==> src/rtl/divisor_8bits.sv <==
// 8-bit by 4-bit unsigned restoring divider, one quotient bit per clock.
// A zero divisor skips the iterations and reports a saturated quotient.
`timescale 1ns/1ps
module divisor_8bits (
  input  logic       clk_i,
  input  logic       rst_i,
  input  logic [7:0] A_i,
  input  logic [3:0] B_i,
  input  logic       start_i,
  output logic       busy_o,
  output logic       done_o,
  output logic       div_zero_o,
  output logic [7:0] Q_o,
  output logic [3:0] R_o
);

  typedef enum logic [1:0] {
    IDLE = 2'd0,
    DIV  = 2'd1,
    DONE = 2'd2
  } state_t;

  state_t      state_q, state_d;
  logic [2:0]  cnt_q, cnt_d;
  logic [7:0]  a_q, a_d;
  logic [3:0]  b_q, b_d;
  logic [3:0]  rem_q, rem_d;
  logic [7:0]  quo_q, quo_d;
  logic [7:0]  q_q, q_d;
  logic [3:0]  r_q, r_d;
  logic        dz_q, dz_d;

  logic [4:0]  trial;
  logic        ge;
  logic [3:0]  rem_step;

  // The dividend register shifts left, so its MSB is always the next bit.
  assign trial    = {rem_q, a_q[7]};
  assign ge       = (trial >= {1'b0, b_q});
  // The difference is always below the divisor, so 4-bit wraparound is exact.
  assign rem_step = ge ? (trial[3:0] - b_q) : trial[3:0];

  always_comb begin
    state_d = state_q;
    cnt_d   = cnt_q;
    a_d     = a_q;
    b_d     = b_q;
    rem_d   = rem_q;
    quo_d   = quo_q;
    q_d     = q_q;
    r_d     = r_q;
    dz_d    = dz_q;
    case (state_q)
      IDLE: begin
        if (start_i) begin
          a_d   = A_i;
          b_d   = B_i;
          cnt_d = 3'd0;
          rem_d = 4'd0;
          quo_d = 8'd0;
          if (B_i == 4'd0) begin
            state_d = DONE;
            q_d     = 8'hFF;
            r_d     = 4'h0;
            dz_d    = 1'b1;
          end else begin
            state_d = DIV;
          end
        end
      end
      DIV: begin
        rem_d = rem_step;
        a_d   = {a_q[6:0], 1'b0};
        quo_d = {quo_q[6:0], ge};
        cnt_d = cnt_q + 3'd1;
        if (cnt_q == 3'd7) begin
          state_d = DONE;
          q_d     = {quo_q[6:0], ge};
          r_d     = rem_step;
          dz_d    = 1'b0;
        end
      end
      DONE:    state_d = IDLE;
      default: state_d = IDLE;
    endcase
  end

  always_ff @(posedge clk_i or negedge rst_i) begin
    if (!rst_i) begin
      state_q <= IDLE;
      cnt_q   <= 3'd0;
      a_q     <= 8'd0;
      b_q     <= 4'd0;
      rem_q   <= 4'd0;
      quo_q   <= 8'd0;
      q_q     <= 8'd0;
      r_q     <= 4'd0;
      dz_q    <= 1'b0;
    end else begin
      state_q <= state_d;
      cnt_q   <= cnt_d;
      a_q     <= a_d;
      b_q     <= b_d;
      rem_q   <= rem_d;
      quo_q   <= quo_d;
      q_q     <= q_d;
      r_q     <= r_d;
      dz_q    <= dz_d;
    end
  end

  assign busy_o     = (state_q == DIV);
  assign done_o     = (state_q == DONE);
  assign Q_o        = q_q;
  assign R_o        = r_q;
  assign div_zero_o = dz_q;

endmodule
==> config.mk <==
export PLATFORM = sky130hd
export DESIGN_NAME = divisor_8bits
export DESIGN_NICKNAME = d
export VERILOG_FILES = /design/src/rtl/divisor_8bits.sv
export SDC_FILE = /design/constraint.sdc
export NUM_CORES = 1
export LEC_CHECK = 0
export CAP_MARGIN = 20
export CORE_UTILIZATION = 40
export DETAILED_ROUTE_END_ITERATION = 6
export GPL_ROUTABILITY_DRIVEN = 0
export PLACE_DENSITY = 0.61
export SLEW_MARGIN = 20
export SYNTH_ARGS = -nofsm -noshare
export SYNTH_HDL_FRONTEND = slang
export SYNTH_SLANG_ARGS = --single-unit
==> constraint.sdc <==
create_clock -name clk_i -period 2.8 [get_ports clk_i]
set_clock_uncertainty 0.2 [all_clocks]
set_input_delay 0.56 -clock clk_i [delete_from_list [all_inputs] [get_ports clk_i]]
set_output_delay 0.56 -clock clk_i [all_outputs]
set_load 0.02 [all_outputs]
== Word level (Yosys, flattened, before mapping) ==
Index checks and enable logic that the tools add are counted.
Widths: inputs -> output; s select.
Word-level totals
  input port bits: 15
  bits in latches: 0
  output and inout bits: 15
  flip-flop bits (word level): 41
  memory bits (read-only): 0
  RAM bits: 0
  memories kept: 0
  logic and storage cells: 50
Operators by class
  $mul: 0
  shift operators: 0
  multiplexer cells: 25
  magnitude comparators: 1
  divide/modulo/power cells: 0
  bitwise operators: 0
  reductions and logical operators: 7
  $add $sub $neg: 2
  eq/ne operators: 6
Operators by type and width (count)
  $mux 8: 4
  $pmux 8 s2: 2
  $mux 4: 5
  $pmux 4 s2: 2
  $pmux 7 s2: 1
  $mux 7: 1
  $mux 2: 3
  $pmux 3 s2: 1
  $reduce_and 2->1: 3
  $ge 5x4->1: 1
  $logic_not 4->1: 1
  $ne 2x2->1 const B: 2
  $pmux 2 s2: 1
  $reduce_and 4->1: 1
  $sub 4x4->4: 1
  $add 3x1->3 const B: 1
  $eq 3x3->1 const B: 1
  $mux 1: 3
  $mux 3: 1
  $eq 2x1->1 const B: 1
  $eq 2x2->1 const B: 1
  $logic_not 2->1: 1
  $ne 2x1->1 const B: 1
  $pmux 1 s2: 1
  $reduce_bool 2->1: 1

== Longest topological paths before layout ==
Gate-level depths: netlist (run 1).
  depth in word-level cells: 4
  mapped depth: 7
  gate-level depth less buffers: 7

== Least setup slack after synthesis (run 1) ==
OpenSTA, ideal clock, no wires.
  path type: flip-flop to flip-flop
  start point: register rem_q[1]
  end point: register rem_q[1]
  cell stages (with the launch flop): 7
  path buffers: 0
  slack: 713 ps
  data arrival time: 1804 ps
  setup time: 83 ps
  data required time: 2517 ps
  clock period less this slack: 2087 ps
  path through: dfrtp_1 > ha_1 > a21oi_2 > o21ai_2 > a211oi_2 > mux2_2 > o21ai_0
Between the ends
  longest elaborated chain between the ends: 3
RTL lines
  start: declaration: line 27  | logic [3:0] rem_q, rem_d;
  start signal: assignment: line 104  | rem_q <= rem_d;
  $ge 5x4->1: line 39  | assign ge = (trial >= {1'b0, b_q});
  $mux 4: line 41  | assign rem_step = ge ? (trial[3:0] - b_q) : trial[3:0];
  $pmux 4 s2: line 53  | case (state_q)
No other way between the ends.
A chain may end at the register's enable or synchronous reset.

== Final worst setup path (run 1) ==
  start point: register state_q[1]
  end point: output busy_o
Between the ends
  longest elaborated chain between the ends: 1
RTL lines
  start: declaration: line 23  | state_t state_q, state_d;
  start signal: assignment: line 100  | state_q <= state_d;
  $eq 2x1->1: line 112  | assign busy_o = (state_q == DIV);
  end: declaration: line 10  | output logic busy_o,
No other way between the ends.

==> out/qor.txt, run 1 <==
CTS Buffer Depth -> 2
CTS H-tree depth -> 2
Crit. End Element -> output port
cell area power density -> 1300 nW/um2
Rows -> 24
vias in the first global route -> 1,488
Layout Area Growth over Synthesis -> 25.5%
number of DRC markers in iteration 0 -> 96
P_sw -> 1.21 mW
largest net degree at the start of global routing -> 42
largest family of logic cells by synthesized area -> compound AO/OA/AOI/OAI gates
post-detail-place hpwl -> 2710 um
via count -> 1,431
post-synth top area share -> 0.549
status -> completed
post-route minimum period -> 2.35 ns
met2 Usage GRT -> 0.297
First-pass DRT Iterations -> 4
drt wl/cell -> 14.2 um
Mapped Cells -> 182
switch share -> 0.397
Synth Area in Adders -> 0.0509
core region area -> 4410 um2
worst reg2reg path endpoint -> rem_q[1]$_DFFE_PN0P_
drt drc -> 0
commonest cells after routing, fill and taps aside -> 41 x dfrtp_1, 28 x nand2_1, 28 x clkdlybuf4s50_1
Die ar. -> 4950 um2
combinational fraction of design power -> 0.502
synth warn -> 0
CP Data Required Time -> 2.04 ns
Mapped Area -> 1870 um2
LEAKAGE -> 1.03 nW
n_diodes -> 0
Post-synth EDFFs -> 0
Setup crit start kind -> flip-flop
layout cell share with drive strength beyond 1 -> 0.124
synth top area cells -> dfrtp_1 55%, nand2_1 5.6%, mux2i_1 4.3%
max-cap check violation count -> 0
peak supply drop -> 612 uV
Ports -> 30
measured slew at the worst slew-check pin -> 0.898 ns
CP arrival -> 1.59 ns
grt ovf -> 0
Root Buffer -> clkbuf_8
CTS Sinks -> 41
final wirelength -> 3830 um
Clock Power Share -> 0.158
Tcrit/Tclk final -> 0.838
Final Hold Viols -> 0
commonest non-fill, non-tap cell in the layout -> dfrtp_1
share of synthesized area spent on multiplexers -> 0.0730
PortBufs -> 29
CTS Buf Count -> 5
setup violators final -> 0
ys async rst share -> 1.00
nets -> 238
register bit total from synthesis -> 41
compound-gate portion of the synthesized area -> 0.160
critical path fanouts, max -> 6
post-layout util -> 0.531
Critical R2R Launch -> rem_q[1]$_DFFE_PN0P_
simple-gate share of the synthesized area -> 0.126
FMAX -> 426 MHz
hold buffers post-CTS -> 0
Synth Area in XOR/XNOR -> 0.00469
worst hold path type -> in -> async
initial core utilization -> 0.423
met3 usage -> 0.0577
worst skew pair latency -> 0.30 ns
Worst Path Class, Setup -> reg -> out
post-synth cell types -> 31
postcts setup bufs -> 0
initial antenna violation count -> 0
TritonCTS clock tree -> built
predominant post-synthesis flop cell -> dfrtp_1
Power Total -> 3.06 mW
Synth Area per Inst -> 10.3 um2
GRT Max-Usage Layer -> met2
DRT antenna net count -> 0
Int Pwr -> 1.84 mW
Resized cells post-CTS -> 0
Fin Setup TNS -> 0 ns
Reg clk slew, reported paths -> 0.09 ns
worst relative slew slack -> 0.402
Die H -> 70.3 um
Final Max Tran Viols -> 0
met1 track demand over resource -> 0.212
register area share after synthesis -> 0.549
R2R cell count -> 6
sequential share of power -> 0.340
R2R Setup Slk -> 0.53 ns
Via-to-Cell Ratio -> 5.32
Tot GR Track Use -> 0.179
area leader, netlist -> dfrtp_1
Post-Syn Nets -> 204
Die W -> 70.3 um
first-pass GRT wire length -> 6830 um
RSZ-0062 raised after global routing -> no
[cell families (layout without fill, tap and decap cells)]
| family | Yosys count | in the layout |
|---|---|---|
| DFF | 41 | 41 |
| and+or+nand+nor | 54 | 54 |
| muxes | 13 | 13 |
| AOI/OAI and AO/OA | 49 | 49 |
| adders and majority gates | 7 | 7 |
| xor gates and xnor gates | 1 | 1 |
| buffers and inverters | 17 | 52 |
[stage by stage]
stage               hold WS (ns)  instances  worst slack [ns]  cell area [um2]
floorplan                 0.0644        182             0.713             1870
global route               0.258        269             0.373             2340
global placement           0.262        261             0.388             2230
detailed placement         0.275        261             0.352             2230
CTS                        0.211        269             0.435             2340
finish                     0.182        269             0.454             2340
[area by class of cell]
type,instances,area (um2)
Clock buffer,5,68.8
Clock inverter,3,46.3
Fill cell,404,2070
Inverter,9,33.8
Multi-Input combinational cell,124,774
Sequential cell,41,1030
Tap cell,52,65.1
Timing Repair Buffer,35,330
[metal layers]
metal  vias up  wire (um)
li1        688          -
met5         -          0
met2        34       1900
met4         0        112
met3        16        172
met1       693       1650
[cells in the mapped netlist (all sizes together) (2+ instances only)]
master   n
mux2i    8
o21ai   16
inv      9
nand2   28
o22ai    4
clkbuf   6
a21oi   16
nor2    18
a31oi    3
a22o     3
o21bai   2
dfrtp   41
nor2b    3
buf      2
o21a     2
ha       6
mux2     5
[worst max path at each step]
| stage | endpoint | depth (start not counted) | startpoint |
|---|---|---|---|
| 6_report | busy_o | 3 | state_q[1]$_DFFE_PN0P_ |
| 5_1_grt | busy_o | 3 | state_q[0]$_DFFE_PN0P_ |
| 4_1_cts | busy_o | 3 | state_q[1]$_DFFE_PN0P_ |
| 3_5_place_dp | Q_o[0]$_DFFE_PN0P_ | 7 | B_i[1] |
| 3_3_place_gp | Q_o[0]$_DFFE_PN0P_ | 7 | B_i[1] |
| 2_1_floorplan | rem_q[1]$_DFFE_PN0P_ | 6 | rem_q[1]$_DFFE_PN0P_ |
[state kept, by name, summed over array words and instances (netlist names)]
name,flops
Q_o,8
a_q,8
quo_q,7
R_o,4
b_q,4
rem_q,4
cnt_q,3
state_q,2
div_zero_o,1
[power by group through the flow]
stage / registers, mW / clock network [mW] / logic (mW)
floorplan: 1.12 / 0 / 0.959
global placement: 1.04 / 0 / 1.50
detailed placement: 1.05 / 0 / 1.54
CTS: 1.04 / 0.498 / 1.55
global route: 1.08 / 0.531 / 1.71
finish: 1.04 / 0.483 / 1.53
[critical path, cell delays in order, from the launching register on]
cell and delay (ns):
dfrtp_1 0.43, nand2b_1 0.20, inv_2 0.07, clkdlybuf4s50_1 0.59
(Power assumes the default switching activity.)
==> run 2: changes to the inputs <==
==> constraint.sdc (replaced) <==
create_clock -name clk_i -period 2.19 [get_ports clk_i]
set_clock_uncertainty 0.2 [all_clocks]
set_input_delay 0.438 -clock clk_i [delete_from_list [all_inputs] [get_ports clk_i]]
set_output_delay 0.438 -clock clk_i [all_outputs]
set_load 0.02 [all_outputs]
==> out/qor.txt, run 2 (synthesis results as in run 1) <==
final wirelength -> 3870 um (was 3830 um)
Die W -> 70.3 um (unchanged)
DRT antenna net count -> 0 (unchanged)
fillers -> 402 (was 404)
max-cap check violation count -> 0 (unchanged)
Worst Path Class, Setup -> reg -> reg (was reg -> out)
failing checks -> hold timing
CP arrival -> 2.09 ns (was 1.59 ns)
initial antenna violation count -> 0 (unchanged)
drt drc -> 0 (unchanged)
core region area -> 4410 um2 (unchanged)
post-layout util -> 0.549 (was 0.531)
drt wl/cell -> 14.1 um (was 14.2 um)
FMAX -> 471 MHz
CTS Sinks -> 41 (unchanged)
Setup crit start kind -> flip-flop (unchanged)
Tcrit/Tclk final -> 0.969
commonest non-fill, non-tap cell in the layout -> dfrtp_1 (unchanged)
worst hold path type -> in -> async (unchanged)
Final Hold Viols -> 6 (was 0)
Rows -> 24 (unchanged)
CTS Buf Count -> 5 (unchanged)
cell area power density -> 1710 nW/um2 (was 1300 nW/um2)
largest net degree at the start of global routing -> 42 (unchanged)
max layer used -> met4 (unchanged)
peak supply drop -> 794 uV (was 612 uV)
layout cell share with drive strength beyond 1 -> 0.162 (was 0.124)
Via-to-Cell Ratio -> 5.13 (was 5.32)
status -> finished with violations (was completed)
hold buffers post-CTS -> 0 (unchanged)
via count -> 1,405 (was 1,431)
Die ar. -> 4950 um2 (unchanged)
measured slew at the worst slew-check pin -> 0.524 ns (was 0.898 ns)
critical path fanouts, max -> 4 (was 6)
Final Max Tran Viols -> 0 (unchanged)
PortBufs -> 29 (unchanged)
TritonCTS clock tree -> built (unchanged)
CTS Buffer Depth -> 2 (unchanged)
worst skew pair latency -> 0.29 ns (was 0.30 ns)
setup violators final -> 0 (unchanged)
Die H -> 70.3 um (unchanged)
Root Buffer -> clkbuf_8 (unchanged)
post-route minimum period -> 2.12 ns
WHS -> -0.000694 ns (was 0.182 ns)
grt ovf -> 0 (unchanged)
CP Data Required Time -> 2.16 ns (was 2.04 ns)
worst relative slew slack -> 0.650 (was 0.402)
post-detail-place hpwl -> 2590 um (was 2710 um)
vias in the first global route -> 1,420 (was 1,488)
first-pass GRT wire length -> 6520 um (was 6830 um)
Tot GR Track Use -> 0.171 (was 0.179)
Layout Area Growth over Synthesis -> 29.7% (was 25.5%)
First-pass DRT Iterations -> 4 (unchanged)
CTS H-tree depth -> 2 (unchanged)
commonest cells after routing, fill and taps aside -> 41 x dfrtp_1, 28 x nand2_1, 26 x clkdlybuf4s50_1 (was 41 x dfrtp_1, 28 x nand2_1, 28 x clkdlybuf4s50_1)
initial core utilization -> 0.423 (unchanged)
Ports -> 30 (unchanged)
met3 WL -> 113 um (was 172 um)
number of DRC markers in iteration 0 -> 94 (was 96)
LEAKAGE -> 1.08 nW (was 1.03 nW)
met1 WL -> 1720 um (was 1650 um)
Crit. End Element -> flip-flop (was output port)
nets -> 243 (was 238)
Reg clk slew, reported paths -> 0.08 ns (was 0.09 ns)
n_diodes -> 0 (unchanged)
met2 wire length -> 1970 um (was 1900 um)
[run 2: cell type report]
| class | instances | area [um2] | area share |
|---|---|---|---|
| Clock buffer | 7 | 96.3 | 0.0398 |
| Clock inverter | 1 | 5.00 | 0.00207 |
| Inverter | 9 | 33.8 | 0.0139 |
| Multi-Input combinational cell | 124 | 827 | 0.341 |
| Sequential cell | 41 | 1030 | 0.424 |
| Tap cell | 52 | 65.1 | 0.0269 |
| Timing Repair Buffer | 40 | 369 | 0.152 |
[run 2: routing by layer]
metal | vias up | GRT usage
met4 | 0 | 0.0667
met5 | - | 0
met3 | 6 | 0.0491
met1 | 684 | 0.213
li1 | 702 | -
met2 | 13 | 0.279
[run 2: report_power, final]
part / leakage [nW] / total, mW / internal [mW] / switching, mW
clock network: 0.0542 / 0.538 / 0.285 / 0.253
logic: 0.521 / 2.27 / 1.11 / 1.16
registers: 0.505 / 1.33 / 1.11 / 0.228
[run 2: per-stage QoR]
stage                     setup TNS (ns)  total power, mW  cells  setup WS (ns)  instance area [um2]
after floorplan                        0             2.66    182          0.103                 1870
after global placement            -0.144             3.28    263        -0.0446                 2240
after detailed placement          -0.272             3.33    263        -0.0571                 2240
after CTS                              0             3.91    271        0.00648                 2350
after global routing             -0.0678             4.48    274        -0.0354                 2420
final                                  0             4.14    274         0.0688                 2420
[run 2: worst max-delay path, cell delays in order (launching register included)]
cell and delay, ns:
dfrtp_1 0.45, ha_4 0.27, a21oi_4 0.14, o21ai_2 0.11
a211oi_4 0.33, buf_4 0.19, mux2i_4 0.22, o21ai_0 0.09
[run 2: worst paths after layout]
path	cells past startpoint	from	slack, ns	end
max	7	rem_q[1]$_DFFE_PN0P_	0.07	rem_q[2]$_DFFE_PN0P_
min	2	rst_i	-0.0007	a_q[4]$_DFFE_PN0P_
max reg2reg	7	rem_q[1]$_DFFE_PN0P_	0.07	rem_q[2]$_DFFE_PN0P_
min reg2reg	2	a_q[3]$_DFFE_PN0P_	0.28	a_q[3]$_DFFE_PN0P_
max in group asynchronous	2	rst_i	1.43	R_o[0]$_DFFE_PN0P_
min in group clk_i	2	a_q[3]$_DFFE_PN0P_	0.28	a_q[3]$_DFFE_PN0P_
[run 2: timing repair]
action | 4_1_cts | 5_1_grt
hold endpoints to repair | 0 | 0
pin swaps | 1 | 2
endpoints found under the setup margin | 5 | 7
resized for setup | 2 | 8
buffers inserted | 0 | 3
==> run 3: changes to the inputs <==
==> constraint.sdc (replaced) <==
create_clock -name clk_i -period 2.25 [get_ports clk_i]
set_clock_uncertainty 0.2 [all_clocks]
set_input_delay 0.45 -clock clk_i [delete_from_list [all_inputs] [get_ports clk_i]]
set_output_delay 0.45 -clock clk_i [all_outputs]
set_load 0.05 [all_outputs]
==> out/qor.txt, run 3 (synthesis results as in run 1) <==
Tcrit/Tclk final -> 0.944 (was 0.969)
cell area power density -> 1770 nW/um2 (was 1710 nW/um2)
Power Total -> 4.34 mW (was 4.14 mW)
critical path, cell by cell -> inv_1 > ha_2 > nor2b_2 > o21ai_2 > or4b_1 > a31oi_2 > mux2_2 (was ha_4 > a21oi_4 > o21ai_2 > a211oi_4 > buf_4 > mux2i_4 > o21ai_0)
slowest stage delay, CP -> 0.53 ns (was 0.45 ns)
Die ar. -> 4950 um2 (unchanged)
LEAKAGE -> 1.07 nW (was 1.08 nW)
Layout Area Growth over Synthesis -> 31.1% (was 29.7%)
post-detail-place hpwl -> 2740 um (was 2590 um)
slowest CP cell -> or4b_1 (was dfrtp_1)
status -> completed (was finished with violations)
measured slew at the worst slew-check pin -> 0.504 ns (was 0.524 ns)
Final Hold Viols -> 0 (was 6)
DRT antenna net count -> 0 (unchanged)
first-pass GRT wire length -> 6850 um (was 6520 um)
CTS Buf Count -> 5 (unchanged)
setup violators final -> 0 (unchanged)
initial core utilization -> 0.423 (unchanged)
Reg clk slew, reported paths -> 0.08 ns (about the same)
post-route minimum period -> 2.12 ns (about the same)
fillers -> 396 (was 402)
FMAX -> 471 MHz (about the same)
CTS H-tree depth -> 2 (unchanged)
First-pass DRT Iterations -> 4 (unchanged)
commonest non-fill, non-tap cell in the layout -> dfrtp_1 (unchanged)
n_diodes -> 0 (unchanged)
commonest cells after routing, fill and taps aside -> 41 x dfrtp_1, 28 x nand2_1, 26 x clkdlybuf4s50_1 (unchanged)
Die W -> 70.3 um (unchanged)
critical path fanouts, max -> 3 (was 4)
grt ovf -> 0 (unchanged)
final wirelength -> 3840 um (was 3870 um)
via count -> 1,419 (was 1,405)
drt wl/cell -> 14.0 um (was 14.1 um)
initial antenna violation count -> 0 (unchanged)
max-cap check violation count -> 0 (unchanged)
Die H -> 70.3 um (unchanged)
Root Buffer -> clkbuf_8 (unchanged)
largest net degree at the start of global routing -> 42 (unchanged)
CP Data Required Time -> 2.28 ns (was 2.16 ns)
core region area -> 4410 um2 (unchanged)
Rows -> 24 (unchanged)
layout cell share with drive strength beyond 1 -> 0.167 (was 0.162)
Via-to-Cell Ratio -> 5.18 (was 5.13)
Fin Setup TNS -> 0 ns (unchanged)
Worst Path Class, Setup -> reg -> reg (unchanged)
Tot GR Track Use -> 0.175 (was 0.171)
worst hold path type -> reg -> reg (was in -> async)
PortBufs -> 29 (unchanged)
CTS Buffer Depth -> 2 (unchanged)
vias in the first global route -> 1,495 (was 1,420)
Crit. End Element -> flip-flop (unchanged)
Final Max Tran Viols -> 0 (unchanged)
TritonCTS clock tree -> built (unchanged)
number of DRC markers in iteration 0 -> 63 (was 94)
Ports -> 30 (unchanged)
worst relative slew slack -> 0.663 (was 0.650)
worst skew pair latency -> 0.29 ns (about the same)
CTS Sinks -> 41 (unchanged)
peak supply drop -> 949 uV (was 794 uV)
Setup crit start kind -> flip-flop (unchanged)
drt drc -> 0 (unchanged)
CP arrival -> 2.16 ns (was 2.09 ns)
nets -> 243 (unchanged)
RSZ-0062 raised after global routing -> no
==> run 3: changes by cell type in the layout (fill, tap and decap cells not counted), sizes merged <==
| cell | previous run | this run |
|---|---|---|
| dlymetal6s2s | 1 | 0 |
| dlygate4sd3 | 0 | 1 |
| buf | 12 | 13 |
| dlygate4sd2 | 1 | 0 |
| bufinv | 0 | 1 |
| clkbuf | 7 | 6 |
| clkinvlp | 0 | 1 |
| clkinv | 1 | 0 |
==> run 3: report_power, final <==
part	total, mW	switching, mW	internal (mW)
clock network	0.617	0.256	0.361
logic	2.42	1.38	1.04
registers	1.30	0.225	1.08
total	4.34	1.86	2.48
==> run 3: path summary, 6_finish.rpt <==
kind                                     from  slack, ns  cells past startpoint                  to
min in group asynchronous               rst_i       0.45                      3  a_q[1]$_DFFE_PN0P_
setup / recovery           a_q[7]$_DFFE_PN0P_       0.13                      7  R_o[3]$_DFFE_PN0P_
max in group asynchronous               rst_i       1.19                      3  Q_o[0]$_DFFE_PN0P_
setup reg to reg           a_q[7]$_DFFE_PN0P_       0.13                      7  R_o[3]$_DFFE_PN0P_
hold / removal             a_q[3]$_DFFE_PN0P_       0.29                      2  a_q[3]$_DFFE_PN0P_
hold reg to reg            a_q[3]$_DFFE_PN0P_       0.29                      2  a_q[3]$_DFFE_PN0P_
==> run 3: cell type report <==
cell class,instances,area [um2],share of cell area
Sequential cell,41,1030,0.419
Multi-Input combinational cell,124,813,0.332
Timing Repair Buffer,40,390,0.159
Clock buffer,6,82.6,0.0337
Tap cell,52,65.1,0.0266
Clock inverter,2,37.5,0.0153
Inverter,9,33.8,0.0138
==> run 3: critical path: cells and delay by family, from the launching register on <==
family	cells	cell delay, ns
simple gates	2	0.65
compound gates	2	0.31
fa+ha+maj	1	0.28
flops	1	0.39
buf+inv	1	0.08
mux	1	0.17
==> run 3: what timing repair did <==
| item | in CTS | in global routing |
|---|---|---|
| hold endpoints to repair | 41 | 0 |
| hold buffers | 1 | 0 |
| pin swaps | 0 | 3 |
| setup buffers | 0 | 2 |
| resized for setup | 1 | 5 |
| setup endpoints to repair | 4 | 7 |
==> run 3: metal layers <==
| metal | share of wire | global-route usage | up-vias | wire length, um |
|---|---|---|---|---|
| li1 | - | - | 697 | - |
| met1 | 0.43 | 0.219 | 700 | 1670 |
| met2 | 0.52 | 0.294 | 17 | 2000 |
| met3 | 0.035 | 0.0491 | 5 | 136 |
| met4 | 0.0096 | 0.0511 | 0 | 37 |
| met5 | 0 | 0 | - | 0 |
==> run 3: through the flow <==
stage	instance area, um2	worst slack [ns]	cells	util	hold WS [ns]
3_3_place_gp	2260	0.0399	263	0.513	0.233
6_report	2450	0.125	274	0.555	0.292
4_1_cts	2400	0.000479	272	0.544	0.293
3_5_place_dp	2260	-0.0439	263	0.513	0.238
2_1_floorplan	1870	0.163	182	-	-0.0456
5_1_grt	2450	0.0168	274	0.555	0.332
==> variant (config.mk and constraints of run 3) <==
Re-encode `state_t` (3 states) as one-hot, 3 bits wide.
--- a/src/rtl/divisor_8bits.sv
+++ b/src/rtl/divisor_8bits.sv
@@ -14,10 +14,10 @@
   output logic [3:0] R_o
 );
 
-  typedef enum logic [1:0] {
-    IDLE = 2'd0,
-    DIV  = 2'd1,
-    DONE = 2'd2
+  typedef enum logic [2:0] {
+    IDLE = 3'b001,
+    DIV  = 3'b010,
+    DONE = 3'b100
   } state_t;
 
   state_t      state_q, state_d;
Formal check against the unedited RTL: same outputs for any inputs over 10 cycles, from zero or initial values and one cycle with rst_i low; not proved beyond that.
==> variant against run 3 <==
Combinational power is 25% lower. Power fell by 19%. Synthesized cell count grew 5.5%. Sequential cell count increased by 1. Area after synthesis increased by 3.5%. Via count up 9.2%. Worst setup slack worse by 0.079 ns. Routed wire length up 17%. Die area increased by 3.4%. Final area rose by 9.0%. Largest cell class unchanged. Highest routed layer unchanged.
==> variant: results (changes against run 3) <==
qor: run_status.status finished, final reports clean [unchanged]
qor: hold_path.hold_path_depth 1 [was 2]
qor: power_and_ir_drop.share_clk_of_total_power 0.164 [was 0.142]
qor: worst_setup_path.timing.critical_path.fanout_max 7 [was 3]
qor: worst_setup_path.setup.reg_to_reg.worst_slack 0.09 ns [was 0.13 ns]
qor: global_route.pin_count_of_the_biggest_net_entering_global_routing 24 [was 42]
qor: global_route.global_route_wire_length_before_repair 7.26 mm [was 6.85 mm]
qor: synth.synth-seq-cells 42 [was 41]
qor: final_layout.multi_input_area 895 sq um [was 813 sq um]
qor: final_layout.signal_buffers 53 [was 40]
qor: placement.dp_worst_setup_slack -0.453 ns [was -0.0439 ns]
qor: power_and_ir_drop.power.net_switching 0.00136 W [was 0.00186 W]
qor: synth.synth_fp_nets 214 [was 204]
qor: timing.hold-worst-slack 0.278 ns [was 0.292 ns]
qor: worst_setup_path.cp.arrival 2.18 ns [was 2.16 ns]
qor: final_layout.layout.filler_cells 388 [was 396]
qor: global_route.grt_pass1_vias 1,600 [was 1,495]
qor: final_layout.nets 265 [was 243]
qor: synth.synth.lib_cells_used.distinct 38 [was 31]
qor: final_layout.n_all_inverters 11 [was 9]
qor: cts.post_cts_repair_setup_buffers 1 [was 0]
qor: drt.vias 1,549 [was 1,419]
qor: drt.initialDrtViolationCount 99 [was 63]
qor: worst_setup_path.reg2reg_from b_q[2] [was a_q[7]]
qor: placement.placedInstanceArea 2410 sq um [was 2260 sq um]
variant: cell types whose count changed after synthesis, sizes merged, moves of 2 or more:
cell          run 3  this run
nor2b             3         1
mux2              5         3
a31oi             3        10
nand3             0         3
o22ai             4         1
nor2             18        27
mux2i             8         3
inv               9        11
o21ai            16         7
nor3              0         3
nand2            28        23
a22o              3        12
variant: per-layer routing:
metal  up-vias  GRT usage  wire length [microns]
li1        766          -                      -
met1       740      0.228                   1980
met2        36      0.313                   2280
met3         7     0.0478                    176
met4         0     0.0719                     65
met5         -          0                      0
variant: kinds of logic (layout without fill, tap and decap cells):
group | after synthesis | after routing | share of synthesized area
AOI/OAI and AO/OA | 51 | 51 | 0.178
adders and majority gates | 7 | 7 | 0.0492
buffers and inverters | 20 | 72 | 0.0453
DFF | 42 | 42 | 0.544
xor gates and xnor gates | 1 | 1 | 0.00453
and+or+nand+nor | 65 | 65 | 0.146
muxes | 6 | 6 | 0.0330
